===== src/rtl/iob_cpu_bus_split_pkg.sv =====
// Shared definitions for the CPU bus splitter.
//   - bus_state_e : transaction FSM encoding (idle, issue, response)
//   - RemapBitFromMsb / remap_bit() : location of the fetch remap bit that is
//     replaced by ~boot on the instruction bus
// No ports; imported by iob_cpu_bus_split and iob_bus_timeout.
package iob_cpu_bus_split_pkg;

  typedef enum logic [1:0] {
    StIdle  = 2'd0,
    StIssue = 2'd1,
    StResp  = 2'd2
  } bus_state_e;

  // Fetch remap bit, counted down from the address MSB.
  localparam int unsigned RemapBitFromMsb = 0;

  function automatic int unsigned remap_bit(input int unsigned addr_w);
    return addr_w - 1 - RemapBitFromMsb;
  endfunction

endpackage


===== src/rtl/iob_bus_timeout.sv =====
// Bus access watchdog with sticky error capture.
//   clk_i      : clock (rising edge)
//   rst_ni     : synchronous active-low reset
//   issue_i    : FSM is in the issue state (a bus valid is asserted)
//   ready_i    : ready of the currently selected bus
//   addr_i     : address presented on the selected bus
//   timeout_o  : access gives up this cycle (never together with ready_i)
//   bus_err_o  : sticky error flag, cleared only by reset
//   err_addr_o : address of the first access that timed out
module iob_bus_timeout
  import iob_cpu_bus_split_pkg::*;
#(
  parameter int unsigned TIMEOUT_W = 8,
  parameter int unsigned ADDR_W    = 32
) (
  input  logic              clk_i,
  input  logic              rst_ni,
  input  logic              issue_i,
  input  logic              ready_i,
  input  logic [ADDR_W-1:0] addr_i,
  output logic              timeout_o,
  output logic              bus_err_o,
  output logic [ADDR_W-1:0] err_addr_o
);

  // The counter reaches all-ones on the edge that ends the access.
  localparam logic [TIMEOUT_W-1:0] CntLast = {TIMEOUT_W{1'b1}} - TIMEOUT_W'(1);

  logic [TIMEOUT_W-1:0] cnt_q, cnt_d;
  logic                 bus_err_q, bus_err_d;
  logic [ADDR_W-1:0]    err_addr_q, err_addr_d;

  always_comb begin
    // Counter rests at zero outside the issue state, so it is clear on entry.
    cnt_d      = '0;
    timeout_o  = 1'b0;
    bus_err_d  = bus_err_q;
    err_addr_d = err_addr_q;
    if (issue_i && !ready_i) begin
      cnt_d     = cnt_q + TIMEOUT_W'(1);
      timeout_o = (cnt_q == CntLast);
    end
    if (timeout_o) begin
      bus_err_d = 1'b1;
      if (!bus_err_q) err_addr_d = addr_i;
    end
  end

  always_ff @(posedge clk_i) begin
    if (!rst_ni) begin
      cnt_q      <= '0;
      bus_err_q  <= 1'b0;
      err_addr_q <= '0;
    end else begin
      cnt_q      <= cnt_d;
      bus_err_q  <= bus_err_d;
      err_addr_q <= err_addr_d;
    end
  end

  assign bus_err_o  = bus_err_q;
  assign err_addr_o = err_addr_q;

endmodule


===== src/rtl/iob_cpu_bus_split.sv =====
// Splits a native CPU request into an instruction bus and N_DBUS data buses.
// One transaction is outstanding at a time: IDLE -> ISSUE -> RESP -> IDLE.
// Ports:
//   clk, resetn (synchronous, active-low), boot (1 = boot ROM phase)
//   cpu_valid/cpu_instr/cpu_addr/cpu_wdata/cpu_wstrb -> request
//   cpu_rdata/cpu_ready                               <- one-cycle response
//   ibus_valid/ibus_addr, ibus_rdata/ibus_ready       instruction bus
//   dbus_valid[N_DBUS], shared dbus_addr/wdata/wstrb, dbus_rdata/ready slices
//   bus_err/err_addr                                  sticky timeout report
// Optional feature: define BUS_TIMEOUT_EN to abandon accesses whose ready does
// not arrive within 2**TIMEOUT_W-1 issue cycles; otherwise ISSUE waits forever.
module iob_cpu_bus_split
  import iob_cpu_bus_split_pkg::*;
#(
  parameter int unsigned ADDR_W    = 32,
  parameter int unsigned DATA_W    = 32,
  parameter int unsigned N_DBUS    = 2,
  parameter int unsigned TIMEOUT_W = 8
) (
  input  logic                     clk,
  input  logic                     resetn,
  input  logic                     boot,
  input  logic                     cpu_valid,
  input  logic                     cpu_instr,
  input  logic [ADDR_W-1:0]        cpu_addr,
  input  logic [DATA_W-1:0]        cpu_wdata,
  input  logic [DATA_W/8-1:0]      cpu_wstrb,
  output logic [DATA_W-1:0]        cpu_rdata,
  output logic                     cpu_ready,
  output logic                     ibus_valid,
  output logic [ADDR_W-1:0]        ibus_addr,
  input  logic [DATA_W-1:0]        ibus_rdata,
  input  logic                     ibus_ready,
  output logic [N_DBUS-1:0]        dbus_valid,
  output logic [ADDR_W-1:0]        dbus_addr,
  output logic [DATA_W-1:0]        dbus_wdata,
  output logic [DATA_W/8-1:0]      dbus_wstrb,
  input  logic [N_DBUS*DATA_W-1:0] dbus_rdata,
  input  logic [N_DBUS-1:0]        dbus_ready,
  output logic                     bus_err,
  output logic [ADDR_W-1:0]        err_addr
);

  localparam int unsigned StrbW    = DATA_W / 8;
  localparam int unsigned SelW     = $clog2(N_DBUS);
  localparam int unsigned RemapBit = remap_bit(ADDR_W);

  bus_state_e        state_q, state_d;
  logic [ADDR_W-1:0] addr_q, addr_d;
  logic [DATA_W-1:0] wdata_q, wdata_d;
  logic [StrbW-1:0]  wstrb_q, wstrb_d;
  logic              instr_q, instr_d;
  logic [DATA_W-1:0] rdata_q, rdata_d;

  logic [SelW-1:0]   port_sel;
  logic              issue;
  logic              sel_ready;
  logic [DATA_W-1:0] sel_rdata;
  logic              timeout;

  assign issue    = (state_q == StIssue);
  // Data port is chosen by the top address bits of the registered request.
  assign port_sel = addr_q[ADDR_W-1 -: SelW];

  // Only the selected bus can complete the access; all other readies are ignored.
  always_comb begin
    sel_ready = 1'b0;
    sel_rdata = '0;
    if (instr_q) begin
      sel_ready = ibus_ready;
      sel_rdata = ibus_rdata;
    end else begin
      sel_ready = dbus_ready[port_sel];
      for (int i = 0; i < int'(N_DBUS); i++) begin
        if (port_sel == SelW'(i)) sel_rdata = dbus_rdata[i*DATA_W +: DATA_W];
      end
    end
  end

  // Instruction address: remap bit is replaced by ~boot.
  always_comb begin
    ibus_addr           = addr_q;
    ibus_addr[RemapBit] = ~boot;
  end

  always_comb begin
    dbus_valid = '0;
    if (issue && !instr_q) dbus_valid[port_sel] = 1'b1;
  end

  assign ibus_valid = issue && instr_q;
  assign dbus_addr  = addr_q;
  assign dbus_wdata = wdata_q;
  assign dbus_wstrb = wstrb_q;
  assign cpu_ready  = (state_q == StResp);
  assign cpu_rdata  = rdata_q;

`ifdef BUS_TIMEOUT_EN
  logic [ADDR_W-1:0] bus_addr;
  assign bus_addr = instr_q ? ibus_addr : addr_q;

  iob_bus_timeout #(
    .TIMEOUT_W(TIMEOUT_W),
    .ADDR_W   (ADDR_W)
  ) u_bus_timeout (
    .clk_i     (clk),
    .rst_ni    (resetn),
    .issue_i   (issue),
    .ready_i   (sel_ready),
    .addr_i    (bus_addr),
    .timeout_o (timeout),
    .bus_err_o (bus_err),
    .err_addr_o(err_addr)
  );
`else
  logic [TIMEOUT_W-1:0] unused_timeout_w;
  assign unused_timeout_w = '0;
  assign timeout          = 1'b0;
  assign bus_err          = 1'b0;
  assign err_addr         = '0;
`endif

  always_comb begin
    state_d = state_q;
    addr_d  = addr_q;
    wdata_d = wdata_q;
    wstrb_d = wstrb_q;
    instr_d = instr_q;
    rdata_d = rdata_q;
    unique case (state_q)
      StIdle: begin
        if (cpu_valid) begin
          addr_d  = cpu_addr;
          wdata_d = cpu_wdata;
          // Fetches are read-only: drop any strobes the CPU presented.
          wstrb_d = cpu_instr ? '0 : cpu_wstrb;
          instr_d = cpu_instr;
          state_d = StIssue;
        end
      end
      StIssue: begin
        // Ready has priority over a timeout in the same cycle.
        if (sel_ready) begin
          rdata_d = sel_rdata;
          state_d = StResp;
        end else if (timeout) begin
          rdata_d = '0;
          state_d = StResp;
        end
      end
      StResp: begin
        state_d = StIdle;
      end
      default: begin
        state_d = StIdle;
      end
    endcase
  end

  always_ff @(posedge clk) begin
    if (!resetn) begin
      state_q <= StIdle;
      addr_q  <= '0;
      wdata_q <= '0;
      wstrb_q <= '0;
      instr_q <= 1'b0;
      rdata_q <= '0;
    end else begin
      state_q <= state_d;
      addr_q  <= addr_d;
      wdata_q <= wdata_d;
      wstrb_q <= wstrb_d;
      instr_q <= instr_d;
      rdata_q <= rdata_d;
    end
  end

endmodule


===== config.mk =====
export PLATFORM = sky130hd
export DESIGN_NAME = iob_cpu_bus_split
export DESIGN_NICKNAME = d
export VERILOG_FILES = /design/src/rtl/iob_cpu_bus_split_pkg.sv /design/src/rtl/iob_bus_timeout.sv /design/src/rtl/iob_cpu_bus_split.sv
export SDC_FILE = /design/constraint.sdc
export NUM_CORES = 1
export LEC_CHECK = 0
export ABC_AREA = 0
export BUFFER_PORTS_ARGS = -buffer_cell sky130_fd_sc_hd__buf_2
export CAP_MARGIN = 10
export CORE_AREA = 5 5 151 153
export CTS_CLUSTER_DIAMETER = 50
export DETAILED_ROUTE_END_ITERATION = 7
export DIE_AREA = 0 0 156 158
export PLACE_DENSITY = 0.53
export SKIP_CTS_REPAIR_TIMING = 1
export SYNTH_ARGS = -nofsm -noshare
export SYNTH_HDL_FRONTEND = slang
export SYNTH_SLANG_ARGS = --single-unit

===== constraint.sdc =====
create_clock -name clk -period 2.3 [get_ports clk]
set_input_delay 0.46 -clock clk [delete_from_list [all_inputs] [get_ports clk]]
set_output_delay 0.46 -clock clk [all_outputs]
set_load 0.01 [all_outputs]

Word level (Yosys, flattened, before mapping)
Cells that the tools add are included.
Widths: inputs -> output; s select.
{"block": "word_totals", "reg_bits": 103, "latchBits": 0, "mem_bits_rw": 0, "romBits": 0, "in_bits": 172, "output_inout_bits": 169, "word_cells": 33, "n_memories": 0}
{"block": "op_classes", "add_sub_neg": 0, "multipliers": 0, "div_mod_pow": 0, "n_lt_le_gt_ge": 2, "n_eq_ne": 4, "n_shift": 0, "muxes": 12, "bitwise_logic": 1, "n_reduce_logical": 8}
{"op": "$mux 32", "count": 2}
{"op": "$mux 2", "count": 3}
{"op": "$reduce_and 2->1", "count": 3}
{"op": "$mux 1", "count": 4}
{"op": "$mux 4", "count": 1}
{"op": "$pmux 2 s2", "count": 1}
{"op": "$logic_and 1x1->1", "count": 3}
{"op": "$eq 2x1->1 const B", "count": 1}
{"op": "$eq 2x2->1 const B", "count": 1}
{"op": "$logic_not 2->1", "count": 1}
{"op": "$lt 1x2->1 const B", "count": 1}
{"op": "$ne 2x1->1 const B", "count": 1}
{"op": "$ne 2x2->1 const B", "count": 1}
{"op": "$demux 1 s1", "count": 1}
{"op": "$ge 1x1->1 const B", "count": 1}
{"op": "$logic_not 1->1", "count": 1}
{"op": "$not 1->1", "count": 1}

Logic depth before layout (Yosys ltp)
{"block": "depth", "word_depth": 5, "ltp_mapped": 5, "depth_no_buf": 3}

Worst setup path before layout
Ideal clock, no wire load.
{"block": "synth_timing", "path_type": "reg-to-output", "from": "reg addr_q[31], in the netlist dbus_addr[31]", "to": "out dbus_valid[1]", "t_arrival_ns": 1.192, "required_time_ns": 1.840, "slack_ns": 0.648, "stages_incl_launch_ff": 4, "path_buffers": 2, "cell_sequence": "dfxtp_1 > buf_6 > clkbuf_1 > nor3b_1"}
{"block": "synth_via", "elab_chain_cells": 5, "elab_cells_between_ends": 6, "classes_between": "2 x order compare; 3 x mux; 1 x reduce/logical"}
{"element": "start, declared", "line_no": "iob_cpu_bus_split.sv:49", "source": "logic [ADDR_W-1:0] addr_q, addr_d;"}
{"element": "start signal, assigned", "line_no": "iob_cpu_bus_split.sv:170", "source": "addr_q <= addr_d;"}
{"element": "$lt 1x2->1 (not written as such) or $ge 1x1->1 (tied branches)", "line_no": "iob_cpu_bus_split.sv:88", "source": "if (issue && !instr_q) dbus_valid[port_sel] = 1'b1;"}
{"element": "$logic_and 1x1->1 (not written as such)", "line_no": "iob_cpu_bus_split.sv:88"}
{"element": "$mux 1 (not written as such)", "line_no": "iob_cpu_bus_split.sv:88"}
{"element": "$demux 1 s1 (*)", "line_no": "iob_cpu_bus_split.sv:88"}
{"element": "$mux 2 (*)", "line_no": "iob_cpu_bus_split.sv:88"}
{"element": "end, declared", "line_no": "iob_cpu_bus_split.sv:34", "source": "output logic [N_DBUS-1:0] dbus_valid,"}
Every way passes the cells marked *; elsewhere a longest branch is shown, timed or not.

Final worst setup path
{"block": "layout_timing", "from": "reg state_q[0]", "to": "out ibus_valid"}
{"block": "layout_via", "elab_chain_cells": 2}
{"element": "start, declared", "line_no": "iob_cpu_bus_split.sv:48", "source": "bus_state_e state_q, state_d;"}
{"element": "start signal, assigned", "line_no": "iob_cpu_bus_split.sv:162", "source": "state_q <= StIdle;"}
{"element": "start signal, assigned", "line_no": "iob_cpu_bus_split.sv:169", "source": "state_q <= state_d;"}
{"element": "$eq 2x1->1", "line_no": "iob_cpu_bus_split.sv:61", "source": "assign issue = (state_q == StIssue);"}
{"element": "$logic_and 1x1->1", "line_no": "iob_cpu_bus_split.sv:91", "source": "assign ibus_valid = issue && instr_q;"}
{"element": "end, declared", "line_no": "iob_cpu_bus_split.sv:30", "source": "output logic ibus_valid,"}
No other way between the ends.

==> impl_metrics.csv <==
group,metric,value,unit
global_route,antenna_found_initial,0,
route,viasPerCell,4.086,
pwr,p_switching,1.242,mW
yosys,synth_edf_count,0,
timing,grt_setup_unrepaired,"false",
global_route,overflow,0,
critical_path,cp_top_family,"simple AND/OR/NAND/NOR gates",
pwr,p_total,4.420,mW
cells_and_area,final_nets,1021,
route,vias,4625,
floorplanning,top_level_ports,341,
critical_path,endpoint_kind,"output pin",
critical_path,critical_path_class,"flip-flop to output pin",
clocking,cts.path.max_buffers,2,
yosys,synth-seq-cells,103,
timing,setup_violations,0,
cells_and_area,seq_area,2064,sq um
yosys,synthFlopType,"dfxtp_1",
cells_and_area,drive_gt1_frac,0.4343,
yosys,synth_area_leaders,"dfxtp_1 41%, nand2_1 12%, buf_4 9.6%",
yosys,postSynth.asyncResetShare,0,
yosys,synth_top_cells_by_count,"167 x nand2_1, 103 x dfxtp_1, 69 x a21oi_1",
yosys,yosysWarnings,0,
yosys,postSynthAreaPerCell,8.437,sq um
yosys,synth_cells,596,
timing,fin_crit_sh,0.8105,
yosys,synth_area,5029,sq um
pwr,p_comb_frac,0.206,
cells_and_area,antenna_cells,0,
pwr,p_sw_frac,0.2810,
cells_and_area,nFillCells,2336,
critical_path,cp-startpoint,"state_q[0]",
critical_path,crit_path_top_delay_cell,"dfxtp_1",
critical_path,critical_path_required,1840,ps
floorplanning,start_util,0.2348,
clocking,clock-sinks,103,
job,cap_viol_max_count,0,
route,avgRoutedWirePerCell,13.92,microns
floorplanning,coreArea,21420,sq um
clocking,cts_tree,"yes",
timing,finClkSkew,4.754,ps
pwr,p_per_area,655.9,nW/um^2
cells_and_area,area_growth,34.01,%
route,dr.max_layer_used,"met4",
pwr,seq_power_share,0.447,
global_route,grt_pass1_vias,4230,
critical_path,cp_max_fo,5,
yosys,synth.most_common_cell,"nand2_1",
placement,place_congestion,0.7336,
critical_path,cp.buffers_inverters,1,
timing,finalSetupTns,0,ps
yosys,synth.distinct_cells,26,
floorplanning,rows,54,
floorplanning,dieWidth,156,microns
route,dr_wl_met2,7.910,mm
route,firstDrtPassIters,4,
critical_path,worstReg2RegStart,"dbus_addr[31]",
route,drt_iter0_markers,203,
min_path,worstHoldStart,"cpu_wdata[9]",
timing,drv_slew,0,
timing,max_clock_freq,536.5,MHz
pwr,leakage,3.380,nW
placement,dp_hpwl,11.88,mm
clocking,clock-root-buffer,"clkbuf_16",
pwr,p_clk_frac,0.347,
route,antenna_left,0,
route,wl,15.76,mm
floorplanning,fp.dieArea,24650,sq um
route,met3WireLength,1.232,mm
floorplanning,die_h,158,microns
clocking,cts_buffers,9,
cells_and_area,multiInputGateArea,2372,sq um
route,met1_length,6.382,mm
pwr,vdd_drop_max,0.0003120,V
pwr,power.internal,3.178,mW
yosys,ys_seq_area_frac,0.4101,
critical_path,max_stage_delay,430,ps
critical_path,crit_chain,"nor2b_1 > and2_1 > buf_2",
yosys,post-synth-top-area-fraction,0.4101,
route,route.detailed.drc,0,
timing,hold_viol,0,
critical_path,start_kind,"flip-flop",
run_status,status,"complete, no violations",
min_path,hp-class,"input pin to flip-flop",
critical_path,cp.arrival,1400,ps
global_route,grt_usage,0.1156,
clocking,clkSlewWorstSetupHoldPaths,70,ps
global_route,grt_pass1_wl,22.55,mm
placement,numPortBuffers,307,
clocking,cts_max_level,3,
timing,fin_crit,1864,ps
global_route,grt_max_degree,70,
clocking,insertion_delay,340,ps
yosys,synth_top_area_cell,"dfxtp_1",
[metrics by stage]
stage / util / setup WS (ps) / hold WS, ps / area [sq um] / std cells
4_1_cts: 0.3146 / 395.7 / 316.8 / 6739 / 1132
6_report: 0.3146 / 436.0 / 345.4 / 6739 / 1132
5_1_grt: 0.3146 / 329.4 / 321.4 / 6739 / 1132
3_3_place_gp: 0.3012 / 526.4 / 437.6 / 6451 / 1118
3_5_place_dp: 0.3012 / 492.5 / 440.8 / 6451 / 1118
2_1_floorplan: - / 647.5 / 476.1 / 5149 / 628
[registers in the layout, summed over array words and instances, names as in the netlist]
name        cells
cpu_rdata      32
dbus_addr      32
dbus_wdata     32
dbus_wstrb      4
state_q         2
instr_q         1
[per-layer routing]
| metal | global-route usage | vias to the layer above |
|---|---|---|
| li1 | - | 2375 |
| met1 | 0.1405 | 2072 |
| met2 | 0.1965 | 166 |
| met3 | 0.03362 | 12 |
| met4 | 0.03835 | 0 |
| met5 | 0 | - |
[cell usage in the layout (no fill, tap or decap), drive strengths merged]
master / instances
buf: 318
nand2: 167
dfxtp: 103
a21oi: 69
nand2b: 34
o211ai: 34
conb: 33
mux2: 33
mux2i: 32
clkbuf: 11
nand3b: 4
nor2b: 2
clkinvlp: 2
inv: 2
nor3b: 2
nor3: 1
and2: 1
or3b: 1
and3: 1
nor2: 1
bufinv: 1
[kinds of logic after synthesis]
kind of cell,count (synthesis),synth area share
flip-flops,103,0.4101
other,1,0.0007457
AO/OA/AOI/OAI,103,0.1222
multiplexers,65,0.1383
AND/OR/NAND/NOR,214,0.1854
buffers and inverters,110,0.1433
[path summary, 6_finish.rpt]
path              endpoint  slack (ps)  cells past startpoint
max             ibus_valid         440                      3
min          dbus_wdata[9]         350                      3
max reg2reg   cpu_rdata[5]         640                      4
min reg2reg  dbus_wstrb[0]         450                      2
[cell type report]
cell class | count | share of cell area
multi-input cells | 415 | 0.3520
well taps | 280 | 0.05199
repair buffers | 318 | 0.2458
clock buffers | 11 | 0.03602
clock inverters | 3 | 0.006684
flip-flops and latches | 103 | 0.3063
inverters | 2 | 0.001114
[power by group through the flow]
stage	registers, mW	logic [mW]	clock network (mW)
floorplan	2.06	0.566	0
global route	1.99	1.00	1.68
global placement	2.02	0.929	0
detailed placement	2.02	0.928	0
CTS	1.98	0.930	1.65
finish	1.98	0.910	1.53
[worst reg2reg max path: cells and delay by family, from the launching register on]
| family | cells | cell delay [ps] |
|---|---|---|
| flip-flops | 1 | 390 |
| multiplexers | 2 | 580 |
| buffers and inverters | 1 | 280 |
| AO/OA/AOI/OAI | 1 | 340 |
Power figures use the tool's default switching activity.
